==> src/rtl/counter_sequencer_if.sv <==
// rtl/counter_sequencer_if.sv - control, status and counter-datapath signals of the counter sequencer
interface counter_sequencer_if #(
  parameter int WIDTH = 4,
  parameter int LAP_W = 8
);
  logic             start;
  logic             stop;
  logic             pause;
  logic             resume;
  logic             up;
  logic [WIDTH-1:0] limit;
  logic [LAP_W-1:0] laps;
  logic [WIDTH-1:0] ctr_count;
  logic             ctr_en;
  logic             ctr_up;
  logic             ctr_load;
  logic [WIDTH-1:0] ctr_load_val;
  logic             ctr_clr;
  logic             busy;
  logic             done;
  logic [LAP_W-1:0] lap_count;

  modport master (
    input  start, stop, pause, resume, up, limit, laps, ctr_count,
    output ctr_en, ctr_up, ctr_load, ctr_load_val, ctr_clr, busy, done, lap_count
  );

  modport slave (
    output start, stop, pause, resume, up, limit, laps, ctr_count,
    input  ctr_en, ctr_up, ctr_load, ctr_load_val, ctr_clr, busy, done, lap_count
  );
endinterface

==> src/rtl/counter_sequencer.sv <==
// rtl/counter_sequencer.sv - lap-counting FSM driving an external up/down counter datapath
module counter_sequencer #(
  parameter int WIDTH = 4,
  parameter int LAP_W = 8
) (
  input  logic                  clk,
  input  logic                  rst,
  counter_sequencer_if.master   bus
);
  localparam logic [2:0] IDLE   = 3'd0;
  localparam logic [2:0] LOAD   = 3'd1;
  localparam logic [2:0] RUN    = 3'd2;
  localparam logic [2:0] PAUSED = 3'd3;
  localparam logic [2:0] DONE   = 3'd4;

  logic [2:0]       state;
  logic             up_q;
  logic [WIDTH-1:0] limit_q;
  logic [LAP_W-1:0] laps_q;
  logic [LAP_W-1:0] lap_q;

  logic [WIDTH-1:0] s_val;
  logic [WIDTH-1:0] e_val;
  logic             at_end;
  logic             last_lap;

  assign s_val    = up_q ? '0 : limit_q;
  assign e_val    = up_q ? limit_q : '0;
  assign at_end   = (bus.ctr_count == e_val);
  assign last_lap = ((lap_q + LAP_W'(1)) == laps_q);

  always_ff @(posedge clk or posedge rst) begin
    if (rst) begin
      state   <= IDLE;
      up_q    <= 1'b0;
      limit_q <= '0;
      laps_q  <= '0;
      lap_q   <= '0;
    end else begin
      case (state)
        IDLE: begin
          if (bus.start) begin
            up_q    <= bus.up;
            limit_q <= bus.limit;
            laps_q  <= bus.laps;
            lap_q   <= '0;
            state   <= (bus.laps == '0) ? DONE : LOAD;
          end
        end
        LOAD: state <= RUN;
        RUN: begin
          if (bus.stop) begin
            state <= IDLE;
          end else if (bus.pause) begin
            state <= PAUSED;
          end else if (at_end) begin
            lap_q <= lap_q + LAP_W'(1);
            if (last_lap) begin
              state <= DONE;
            end
          end
        end
        PAUSED: begin
          if (bus.stop) begin
            state <= IDLE;
          end else if (bus.resume) begin
            state <= RUN;
          end
        end
        DONE:    state <= IDLE;
        default: state <= IDLE;
      endcase
    end
  end

  // Counter controls are decoded combinationally so the datapath acts on the same edge the FSM advances.
  always_comb begin
    bus.ctr_en   = 1'b0;
    bus.ctr_load = 1'b0;
    bus.ctr_clr  = 1'b0;
    case (state)
      LOAD: bus.ctr_load = 1'b1;
      RUN: begin
        if (bus.stop) begin
          bus.ctr_clr = 1'b1;
        end else if (!bus.pause) begin
          if (at_end) begin
            bus.ctr_load = !last_lap;
          end else begin
            bus.ctr_en = 1'b1;
          end
        end
      end
      PAUSED:  bus.ctr_clr = bus.stop;
      default: ;
    endcase
  end

  assign bus.busy         = (state != IDLE);
  assign bus.done         = (state == DONE);
  assign bus.ctr_up       = bus.busy & up_q;
  assign bus.ctr_load_val = bus.ctr_load ? s_val : '0;
  assign bus.lap_count    = lap_q;
endmodule

==> src/flat_wrapper.sv <==
// flat-port wrapper written by rule: the top's interface ports become plain ports
module counter_sequencer_flat 
#(
  parameter int WIDTH = 4,
  parameter int LAP_W = 8
)
  (clk, rst, bus_start, bus_stop, bus_pause, bus_resume, bus_up, bus_limit, bus_laps, bus_ctr_count, bus_ctr_en, bus_ctr_up, bus_ctr_load, bus_ctr_load_val, bus_ctr_clr, bus_busy, bus_done, bus_lap_count);
  counter_sequencer_if #(.WIDTH(WIDTH), .LAP_W(LAP_W)) bus_i ();
  input  logic clk;
  input  logic rst;
  input wire logic [$bits(bus_i.start)-1:0] bus_start;
  input wire logic [$bits(bus_i.stop)-1:0] bus_stop;
  input wire logic [$bits(bus_i.pause)-1:0] bus_pause;
  input wire logic [$bits(bus_i.resume)-1:0] bus_resume;
  input wire logic [$bits(bus_i.up)-1:0] bus_up;
  input wire logic [$bits(bus_i.limit)-1:0] bus_limit;
  input wire logic [$bits(bus_i.laps)-1:0] bus_laps;
  input wire logic [$bits(bus_i.ctr_count)-1:0] bus_ctr_count;
  output wire logic [$bits(bus_i.ctr_en)-1:0] bus_ctr_en;
  output wire logic [$bits(bus_i.ctr_up)-1:0] bus_ctr_up;
  output wire logic [$bits(bus_i.ctr_load)-1:0] bus_ctr_load;
  output wire logic [$bits(bus_i.ctr_load_val)-1:0] bus_ctr_load_val;
  output wire logic [$bits(bus_i.ctr_clr)-1:0] bus_ctr_clr;
  output wire logic [$bits(bus_i.busy)-1:0] bus_busy;
  output wire logic [$bits(bus_i.done)-1:0] bus_done;
  output wire logic [$bits(bus_i.lap_count)-1:0] bus_lap_count;
  assign bus_i.start = bus_start;
  assign bus_i.stop = bus_stop;
  assign bus_i.pause = bus_pause;
  assign bus_i.resume = bus_resume;
  assign bus_i.up = bus_up;
  assign bus_i.limit = bus_limit;
  assign bus_i.laps = bus_laps;
  assign bus_i.ctr_count = bus_ctr_count;
  assign bus_ctr_en = bus_i.ctr_en;
  assign bus_ctr_up = bus_i.ctr_up;
  assign bus_ctr_load = bus_i.ctr_load;
  assign bus_ctr_load_val = bus_i.ctr_load_val;
  assign bus_ctr_clr = bus_i.ctr_clr;
  assign bus_busy = bus_i.busy;
  assign bus_done = bus_i.done;
  assign bus_lap_count = bus_i.lap_count;
  counter_sequencer #(.WIDTH(WIDTH), .LAP_W(LAP_W)) u_core (.clk(clk), .rst(rst), .bus(bus_i));
endmodule
==> config.mk <==
export PLATFORM = sky130hd
export DESIGN_NAME = counter_sequencer_flat
export DESIGN_NICKNAME = d
export VERILOG_FILES = /design/src/rtl/counter_sequencer_if.sv /design/src/rtl/counter_sequencer.sv /design/src/flat_wrapper.sv
export SDC_FILE = /design/constraint.sdc
export NUM_CORES = 1
export LEC_CHECK = 0
export ABC_AREA = 1
export CAP_MARGIN = 10
export CELL_PAD_IN_SITES_DETAIL_PLACEMENT = 1
export CELL_PAD_IN_SITES_GLOBAL_PLACEMENT = 2
export CORE_MARGIN = 4
export CORE_UTILIZATION = 26
export DETAILED_ROUTE_END_ITERATION = 10
export MAX_ROUTING_LAYER = met4
export PLACE_DENSITY = 0.78
export SYNTH_ARGS = -nofsm -noshare
export SYNTH_HDL_FRONTEND = slang
export SYNTH_SLANG_ARGS = --single-unit
==> constraint.sdc <==
create_clock -name clk -period 3.05 [get_ports clk]
set_clock_uncertainty 0.2 [all_clocks]
set_input_delay 0.915 -clock clk [delete_from_list [all_inputs] [get_ports clk]]
set_output_delay 0.915 -clock clk [all_outputs]
set_load 0.03 [all_outputs]
## Word-level counts from Yosys, hierarchy flattened

Index checks and enable logic that the tools add are counted.

- Register bits after elaboration: 24
- Bits of input ports: 23
- Output and inout port bits: 18
- Logic and storage cells: 55

- Add/sub/neg operators: 1
- Equality and inequality tests: 13
- Muxes and demuxes: 27
- Bitwise logic cells: 1
- Reductions and logical operators: 8

Operators by type and width:

| operator | number |
|---|---|
| $mux W8 | 4 |
| $mux W3 | 8 |
| $pmux W8 S2 | 1 |
| $mux W4 | 3 |
| $pmux W3 S4 | 1 |
| $add A8 B1 Y8 const B | 1 |
| $eq A8 B8 Y1 | 1 |
| $logic_not A8 Y1 | 1 |
| $mux W1 | 8 |
| $ne A4 B3 Y1 const B | 2 |
| $eq A3 B2 Y1 const B | 2 |
| $ne A2 B2 Y1 const B | 3 |
| $reduce_and A5 Y1 | 1 |
| $eq A4 B4 Y1 | 1 |
| $pmux W1 S2 | 2 |
| $reduce_and A4 Y1 | 1 |
| $eq A3 B1 Y1 const B | 1 |
| $eq A3 B3 Y1 const B | 1 |
| $logic_not A3 Y1 | 1 |
| $ne A3 B3 Y1 const B | 1 |
| $reduce_bool A3 Y1 | 1 |
| $ne A2 B1 Y1 const B | 1 |
| $reduce_and A2 Y1 | 1 |
| $reduce_bool A2 Y1 | 1 |
| 2 further kinds | 2 |

## Logic depth before layout (Yosys ltp)

Gate-level depths: netlist of the first run.

- Depth in word-level cells: 8
- Depth in mapped cells: 14
- Mapped depth without buffers: 14

## Worst setup path after synthesis of the first run

Ideal clock, no wire load.

- Kind: register to output
- From: register u_core.lap_q[0], in the netlist u_core.bus.lap_count[0]
- To: output port bus_ctr_load_val[0]
- Arrival time: 2.010 ns
- Data required time: 1.935 ns
- Setup slack: -0.075 ns
- Stages on the path, launching flop included: 12
- Path buffers: 0
- Path through: dfrtp_1 ha_1 nand2_1 nor2_2 nand2_1 nand2_1 nand2_1 nor2_1 nor2_1 nand3_2 nand2_1 a21oi_1

- Cells in the longest elaborated chain, start to end: 8

Ends and longest elaborated chain:

| element | RTL line | RTL |
|---|---|---|
| start, declared | counter_sequencer.sv:20 | `logic [LAP_W-1:0] lap_q;` |
| start signal, assigned | counter_sequencer.sv:57 | `lap_q <= lap_q + LAP_W'(1);` |
| $add A8 B1 Y8 | counter_sequencer.sv:30 | `assign last_lap = ((lap_q + LAP_W'(1)) == laps_q);` |
| $eq A8 B8 Y1 | counter_sequencer.sv:30 |  |
| $logic_not A1 Y1 | counter_sequencer.sv:88 | `bus.ctr_load = !last_lap;` |
| $mux W1 | counter_sequencer.sv:87 | `if (at_end) begin` |
| $mux W1 | counter_sequencer.sv:86 | `end else if (!bus.pause) begin` |
| $mux W1 | counter_sequencer.sv:84 | `if (bus.stop) begin` |
| $pmux W1 S2 | counter_sequencer.sv:81 | `case (state)` |
| $mux W4 | counter_sequencer.sv:102 | `assign bus.ctr_load_val = bus.ctr_load ? s_val : '0;` |
| end, declared | flat_wrapper.sv:22 | `output wire logic [$bits(bus_i.ctr_load_val)-1:0] bus_ctr_load_val;` |

No other way between the ends.

## Worst setup path after layout of the first run

- From: input port bus_ctr_count[3]
- To: output port bus_ctr_en

- Cells in the longest elaborated chain, start to end: 5

Ends and longest elaborated chain:

| element | RTL line | RTL |
|---|---|---|
| start, declared | flat_wrapper.sv:18 | `input wire logic [$bits(bus_i.ctr_count)-1:0] bus_ctr_count;` |
| $eq A4 B4 Y1 | counter_sequencer.sv:29 | `assign at_end = (bus.ctr_count == e_val);` |
| $mux W1 | counter_sequencer.sv:87 |  |
| $mux W1 | counter_sequencer.sv:86 |  |
| $mux W1 | counter_sequencer.sv:84 |  |
| $mux W1 | counter_sequencer.sv:81 |  |
| end, declared | flat_wrapper.sv:19 | `output wire logic [$bits(bus_i.ctr_en)-1:0] bus_ctr_en;` |

No other way between the ends.

==> results of run 1 <==
[path summary, 6_finish.rpt]
| kind | end | slack, ns | cells after the start |
|---|---|---|---|
| hold reg to reg | u_core.laps_q[0] | 0.31 | 2 |
| setup reg to reg | u_core.bus.lap_count[7] | 0 | 20 |
| min in group asynchronous | u_core.laps_q[3] | 0.77 | 3 |
| setup / recovery | bus_ctr_en | -0.08 | 10 |
| max in group asynchronous | u_core.bus.lap_count[2] | 1.61 | 3 |
| hold / removal | u_core.laps_q[0] | 0.31 | 2 |
[area by class of cell]
type                       count  area share [%]
timing repair buffer          72            26.1
inverter                      32            4.82
sequential                    24            24.3
clock inverter                 1            1.21
multi-input combinational    150            38.4
clock buffer                   3            1.66
tap                           72            3.62
[flip-flops by register name, summed over array words and instances (netlist names)]
register,count
u_core.up_q,1
u_core.state,3
u_core.limit_q,4
u_core.bus.lap_count,8
u_core.laps_q,8
[cells in the mapped netlist (all sizes together)]
cell type	instances
a21oi	6
buf	1
clkbuf	1
dfrtp	24
ha	1
inv	32
mux2	4
nand2	61
nand3	24
nand3b	3
nand4	3
nor2	21
nor3	2
o21ai	15
o21bai	1
o22ai	3
xnor2	5
xor2	1
[power breakdown]
group	total, mW	leakage [nW]	internal [mW]	switching [mW]
Clock	0.297	0.0357	0.176	0.121
Sequential	0.526	0.302	0.420	0.107
Combinational	0.773	0.805	0.336	0.437
[tightest hold or removal path, cell delays in order (launching register included)]
cell and delay (ns):
sky130_fd_sc_hd__dfrtp_1 0.37, sky130_fd_sc_hd__nand2_1 0.05, sky130_fd_sc_hd__o21ai_0 0.06
[per-layer routing]
metal | up-vias | part of all wire, %
met2 | 25 | 51
met1 | 756 | 44
met5 | - | 0
met3 | 5 | 2.4
li1 | 808 | -
met4 | 0 | 1.6
[kinds of logic after synthesis]
logic type,after synthesis
buffers and inverters,34
AND/OR/NAND/NOR,114
flip-flops,24
XOR/XNOR,6
adder cells (fa/ha/maj),1
multiplexers,4
AO/OA/AOI/OAI,25
[through the flow]
stage               total power [mW]  hold WS, ns
floorplan                      0.983        0.266
global placement                1.20        0.290
detailed placement              1.21        0.293
CTS                             1.58        0.318
global route                    1.72        0.348
finish                          1.60        0.313
[timing repair]
action                                  CTS  global route
endpoints found under the setup margin    6             7
resized for setup                        53            16
pin swaps                                25            12
endpoints found under the hold margin     0             0
setup buffers                            24             2
==> metrics.md, run 1 <==
| Metric | Value |
|---|---|
| Run status | complete, but fails checks |
| Failing checks | setup timing |
| TritonCTS clock tree | yes |
| DRC violations left | 0 |
| Clock transition at the register clock pins on the worst setup and hold paths after CTS | 0.10 ns |
| Met1 GRT Util | 17.8% |
| Die Y-Extent | 84.4 um |
| Multiplexer area fraction after synthesis | 2.97% |
| Simple-gate share of the synthesized area | 36.0% |
| I/O pin total | 41 |
| Source-to-sink clock delay at the later pin of the worst-skew pair | 0.28 ns |
| CP required | 1.93 ns |
| Number of buffer and inverter instances along the worst setup path | 6 |
| Starting utilization of the core area | 27.2% |
| Final Worst Setup Slack | -0.0756 ns |
| Sequential element share of the synthesized area | 39.6% |
| Synth Warn # | 0 |
| Max Cap Violations | 0 |
| Leading cell type in the layout, fill and taps excluded | sky130_fd_sc_hd__nand2_1 |
| Hold Crit Start | u_core.laps_q[0] |
| GRT Total Usage | 15.0% |
| Footprint of the multi-input gates | 956 sq um |
| Met3 routing resource usage after global routing | 1.77% |
| Main area contributors after synthesis | sky130_fd_sc_hd__dfrtp_1, sky130_fd_sc_hd__nand2_1, sky130_fd_sc_hd__inv_1 |
| Count of nets after finishing | 307 |
| Period utilization | 102% |
| Unrepaired setup endpoints after global routing | yes |
| Kind of start point of the critical path | input pin |
| Std-Cell Rows | 27 |
| Worst stage delay on the critical path | 0.18 ns |
| Post-Synthesis Cells | 208 |
| Compound-Gate Fraction of Synth Area | 8.66% |
| Die W | 84.4 um |
| Drt wl/cell | 13.6 um |
| Cell count after placement | 324 |
| Number of diodes | 0 |
| Peak supply drop | 0.352 mV |
| Final estimated routing congestion in global placement | 0.741 |
| Number of buffers added to fix hold violations after cts | 0 |
| Root Buffer | sky130_fd_sc_hd__clkbuf_8 |
| Master of the slowest instance on the critical path | sky130_fd_sc_hd__clkdlybuf4s15_1 |
| Placeable core area | 0.00557 sq mm |
| Area of all placed cells without fillers | 0.00249 sq mm |
| Flops & latches, synth | 24 |
| Worst slack after detailed placement | -0.359 ns |
| Adder-Cell Fraction of Synth Area | 0.825% |
| DRT antenna net count | 0 |
| HPWL after detailed placement | 3.37 mm |
| Max-Slew Margin vs Limit | 66.3% |
| Area occupied by registers | 604 sq um |
| Overall overflow remaining after global route | 0 |
| Crit Path Category | in2out |
| Slew Limit Fails | 0 |
| Number of buffers inserted during clock tree synthesis | 3 |
| Endpoints failing setup | 7 |
| Main combinational cell family by area after synthesis | simple AND/OR/NAND/NOR gates |
| Number of antenna violations at the first check in global routing | 0 |
| Final-layout setup total negative slack | -0.320 ns |
| Met2 Use GR | 26.3% |
| Type of element capturing the critical path | primary output |
| Launching point of the worst reg2reg path | u_core.bus.lap_count[0] |
| Worst hold path type | reg2reg |
| Cell Area, Placed | 0.00203 sq mm |
| Dominant cell type by area after synthesis | sky130_fd_sc_hd__dfrtp_1 |
| First-pass iteration count of the detailed router | 2 |
| Power Density | 641 mW/mm^2 |
| Routed vias/inst | 4.50 |
| Fraction of layout instances using a drive strength above 1 | 35.8% |
| Most frequent cells in the layout | sky130_fd_sc_hd__nand2_1, sky130_fd_sc_hd__buf_4, sky130_fd_sc_hd__inv_1 |
| Die area | 0.00712 sq mm |
| Yosys top cell area share | 39.6% |
| Worst-margin pin slew | 0.504 ns |
| Net Count, Synth | 232 |
| Highest attainable clock frequency | 0.320 GHz |
| Number of global-route vias before repair | 1738 |
| Top cell family by delay on the critical path | buffers and inverters |
| Layout fillers | 688 |
| Maximum buffer depth of the clock tree | 2 |
| Shortest period the worst path allows | 3.13 ns |
| End-of-flow core utilization | 44.7% |
| First-pass GRT wire length | 8.38 mm |
| DR vias | 1594 |
| Layout-stage area growth over the synthesis result | 64.3% |
| Netlist area before placement | 0.00152 sq mm |
| Number of clock sinks | 24 |
| Avg Cell Area, Syn | 7.29 sq um |
| Xor-xnor portion of the synthesized cell area | 3.47% |
| Critical Path, Cell by Cell | clkdlybuf4s15_1 -> xnor2_1 -> nor2_1 -> nand2_2 -> buf_4 -> buf_6 -> buf_4 -> nand2_2 -> inv_2 -> buf_6 |
| Global route hottest layer | met2 |
| Leakage power | 1.14 nW |
| Worst-path maximum fanout | 2 |
| Arrival @ worst endpoint | 2.01 ns |
| CTS H-tree depth | 1 |
| Number of distinct standard cells referenced by the synthesized netlist | 26 |
| Final count of hold timing violations | 0 |
| Number of non-filler instances in the completed layout | 354 |
| Post-detailed-routing wire length | 4.81 mm |
| Worst setup path start | bus_ctr_count[3] |
| Number of buffers added on ports | 40 |
| Maximum number of pins on one net before global-route repair | 25 |
| Number of DRC markers in iteration 0 | 54 |
No activity file was read; power rests on OpenSTA's default activity.
==> run 2, diff against run 1 <==
--- a/config.mk
+++ b/config.mk
@@ -11,6 +11,7 @@
 export CELL_PAD_IN_SITES_GLOBAL_PLACEMENT = 2
 export CORE_MARGIN = 4
 export CORE_UTILIZATION = 26
+export CTS_CLUSTER_DIAMETER = 200
 export DETAILED_ROUTE_END_ITERATION = 10
 export MAX_ROUTING_LAYER = met4
 export PLACE_DENSITY = 0.78
==> results of run 2 <==
The final DEF is identical to that of run 1; final timing and power are the same.
==> run 3, diff against run 2 <==
--- a/config.mk
+++ b/config.mk
@@ -10,11 +10,12 @@
 export CELL_PAD_IN_SITES_DETAIL_PLACEMENT = 1
 export CELL_PAD_IN_SITES_GLOBAL_PLACEMENT = 2
 export CORE_MARGIN = 4
-export CORE_UTILIZATION = 26
+export CORE_UTILIZATION = 27
+export CTS_BUF_LIST = sky130_fd_sc_hd__clkbuf_8
 export CTS_CLUSTER_DIAMETER = 200
 export DETAILED_ROUTE_END_ITERATION = 10
 export MAX_ROUTING_LAYER = met4
-export PLACE_DENSITY = 0.78
+export PLACE_DENSITY = 0.8
 export SYNTH_ARGS = -nofsm -noshare
 export SYNTH_HDL_FRONTEND = slang
 export SYNTH_SLANG_ARGS = --single-unit
==> metrics.md, run 3 (synthesis gave the netlist of run 1 again) <==
| Metric | Value |
|---|---|
| Final estimated routing congestion in global placement | 0.743 (was 0.741) |
| DRT antenna net count | 0 (unchanged) |
| Leading cell type in the layout, fill and taps excluded | sky130_fd_sc_hd__nand2_1 (unchanged) |
| TritonCTS clock tree | yes (unchanged) |
| Met1 WL | 2.04 mm (was 2.14 mm) |
| Met3 WL | 122 um (was 114 um) |
| Final count of hold timing violations | 0 (unchanged) |
| Slew Limit Fails | 0 (unchanged) |
| Worst-margin pin slew | 0.578 ns (was 0.504 ns) |
| Type of element capturing the critical path | primary output (unchanged) |
| Highest attainable clock frequency | 0.321 GHz (was 0.320 GHz) |
| Run status | complete, but fails checks (unchanged) |
| Shortest period the worst path allows | 3.11 ns (was 3.13 ns) |
| Layout fillers | 672 (was 688) |
| Number of antenna violations at the first check in global routing | 0 (unchanged) |
| Power Density | 660 mW/mm^2 (was 641 mW/mm^2) |
| Max-Slew Margin vs Limit | 61.3% (was 66.3%) |
| Clock transition at the register clock pins on the worst setup and hold paths after CTS | 0.09 ns (was 0.10 ns) |
| Leakage power | 1.04 nW (was 1.14 nW) |
| Unrepaired setup endpoints after global routing | yes (unchanged) |
| Worst Hold Margin | 0.311 ns (was 0.313 ns) |
| Failing checks | setup timing (unchanged) |
| Endpoints failing setup | 5 (was 7) |
| Placeable core area | 0.00547 sq mm (was 0.00557 sq mm) |
| Slack of the worst reg-to-reg path | 1.01 ns (was 0 ns) |
| Fraction of layout instances using a drive strength above 1 | 29.4% (was 35.8%) |
| Number of global-route vias before repair | 1554 (was 1738) |
| DR vias | 1505 (was 1594) |
| Drt wl/cell | 12.9 um (was 13.6 um) |
| Peak supply drop | 0.271 mV (was 0.352 mV) |
| DRC violations left | 0 (unchanged) |
| Std-Cell Rows | 27 (unchanged) |
| Arrival @ worst endpoint | 2.00 ns (was 2.01 ns) |
| Overall overflow remaining after global route | 0 (unchanged) |
| Final Worst Setup Slack | -0.0643 ns (was -0.0756 ns) |
| First-pass iteration count of the detailed router | 4 (was 2) |
| Launching point of the worst reg2reg path | u_core.bus.lap_count[0] (unchanged) |
| Overall power after layout | 1.54 mW (was 1.60 mW) |
| Worst setup path start | bus_ctr_count[3] (unchanged) |
| Die W | 82.9 um (was 84.4 um) |
| Max Cap Violations | 0 (unchanged) |
| I/O pin total | 41 (unchanged) |
| Kind of start point of the critical path | input pin (unchanged) |
| Number of diodes | 0 (unchanged) |
| CP required | 1.93 ns (about the same) |
| GRT Total Usage | 13.1% (was 15.0%) |
| Maximum number of pins on one net before global-route repair | 25 (unchanged) |
| Metal2 WL | 2.10 mm (was 2.47 mm) |
| Master of the slowest instance on the critical path | sky130_fd_sc_hd__nor2_4 (was sky130_fd_sc_hd__clkdlybuf4s15_1) |
| Number of DRC markers in iteration 0 | 55 (was 54) |
| Hold Path Depth | 2 (unchanged) |
| Die Y-Extent | 82.9 um (was 84.4 um) |
| Worst-case reg-to-reg path depth | 13 (was 20) |
| Routed vias/inst | 4.51 (was 4.50) |
| Final-layout setup total negative slack | -0.213 ns (was -0.320 ns) |
| Worst Setup EP | bus_ctr_load_val[0] (was bus_ctr_en) |
| Crit Reg-Reg Endpoint | u_core.state[1] (was u_core.bus.lap_count[7]) |
| Number of buffers inserted during clock tree synthesis | 3 (unchanged) |
| Starting utilization of the core area | 27.7% (was 27.2%) |
| Worst stage delay on the critical path | 0.18 ns (about the same) |
| Number of buffers added on ports | 40 (unchanged) |
| Source-to-sink clock delay at the later pin of the worst-skew pair | 0.27 ns (was 0.28 ns) |
| Count of nets after finishing | 287 (was 307) |
| Number of clock sinks | 24 (unchanged) |
| Most frequent cells in the layout | sky130_fd_sc_hd__nand2_1, sky130_fd_sc_hd__inv_1, sky130_fd_sc_hd__clkdlybuf4s50_1 (was sky130_fd_sc_hd__nand2_1, sky130_fd_sc_hd__buf_4, sky130_fd_sc_hd__inv_1) |
| Top Layer Used | met4 (unchanged) |
| Layout-stage area growth over the synthesis result | 54.0% (was 64.3%) |
| Root Buffer | sky130_fd_sc_hd__clkbuf_8 (unchanged) |
| Period utilization | 102% (about the same) |
| End-of-flow core utilization | 42.7% (was 44.7%) |
| Maximum buffer depth of the clock tree | 2 (unchanged) |
| HPWL after detailed placement | 3.28 mm (was 3.37 mm) |
| Post-detailed-routing wire length | 4.30 mm (was 4.81 mm) |
| Number of buffers added to fix hold violations after cts | 0 (unchanged) |
| Critical Path, Cell by Cell | clkdlybuf4s15_1 -> xnor2_1 -> nor2_1 -> nand2_2 -> nor2_4 -> nand2_8 -> a21oi_4 -> buf_6 (was clkdlybuf4s15_1 -> xnor2_1 -> nor2_1 -> nand2_2 -> buf_4 -> buf_6 -> buf_4 -> nand2_2 -> inv_2 -> buf_6) |
| Die area | 0.00688 sq mm (was 0.00712 sq mm) |
| First-pass GRT wire length | 7.38 mm (was 8.38 mm) |
| Crit Path Category | in2out (unchanged) |
| Worst-path maximum fanout | 5 (was 2) |
| CTS H-tree depth | 1 (unchanged) |
| Worst hold path type | reg2reg (unchanged) |
## run 3: cell count changes in the layout (fill, tap and decap cells not counted), sizes merged
cell / before / now
buf: 40 / 21
clkdlybuf4s15: 3 / 2
bufinv: 1 / 0
clkbuf: 3 / 4
## run 3: layout make-up
| type | count | area [sq um] | share of cell area (%) |
|---|---|---|---|
| Multi-Input combinational cell | 150 | 976 | 41.8 |
| Inverter | 32 | 120 | 5.14 |
| Clock buffer | 4 | 55.1 | 2.36 |
| Timing Repair Buffer | 52 | 490 | 21.0 |
| Sequential cell | 24 | 603 | 25.8 |
| Tap cell | 72 | 90.1 | 3.86 |
## run 3: worst max-delay path, delay by kind of cell
kind            cells  cell delay (ns)
compound gates      1             0.15
simple gates        4             0.50
xor+xnor            1             0.12
buf+inv             2             0.32
## run 3: per-stage QoR
stage          cells  worst slack [ns]  instance area [sq um]
2_1_floorplan    208           -0.0745                   1520
3_3_place_gp     324            -0.330                   2030
3_5_place_dp     324            -0.363                   2030
4_1_cts          331           -0.0510                   2210
5_1_grt          334            -0.175                   2330
6_report         334           -0.0643                   2330
## run 3: how the worst min path moves through the flow
stage | start | to | slack [ns]
after detailed placement | u_core.laps_q[0] | u_core.laps_q[0] | 0.30
after global placement | u_core.laps_q[2] | u_core.laps_q[2] | 0.29
after global routing | u_core.laps_q[0] | u_core.laps_q[0] | 0.34
after CTS | u_core.laps_q[0] | u_core.laps_q[0] | 0.32
final | u_core.laps_q[2] | u_core.laps_q[2] | 0.31
after floorplan | u_core.laps_q[2] | u_core.laps_q[2] | 0.27
## run 3: power by group
| group | switching (mW) | internal (mW) |
|---|---|---|
| Combinational | 0.457 | 0.337 |
| Clock | 0.107 | 0.115 |
| Sequential | 0.106 | 0.420 |
## run 3: what timing repair did
item / 4_1_cts / 5_1_grt
gates resized for setup: 46 / 21
endpoints found under the setup margin: 6 / 5
pin swaps: 26 / 14
buffers inserted: 3 / 3
## run 3: per-layer routing
metal,GRT usage (%),vias to the layer above
li1,-,775
met1,16.6,702
met2,21.9,26
met3,1.49,2
met4,4.01,0
met5,-,-
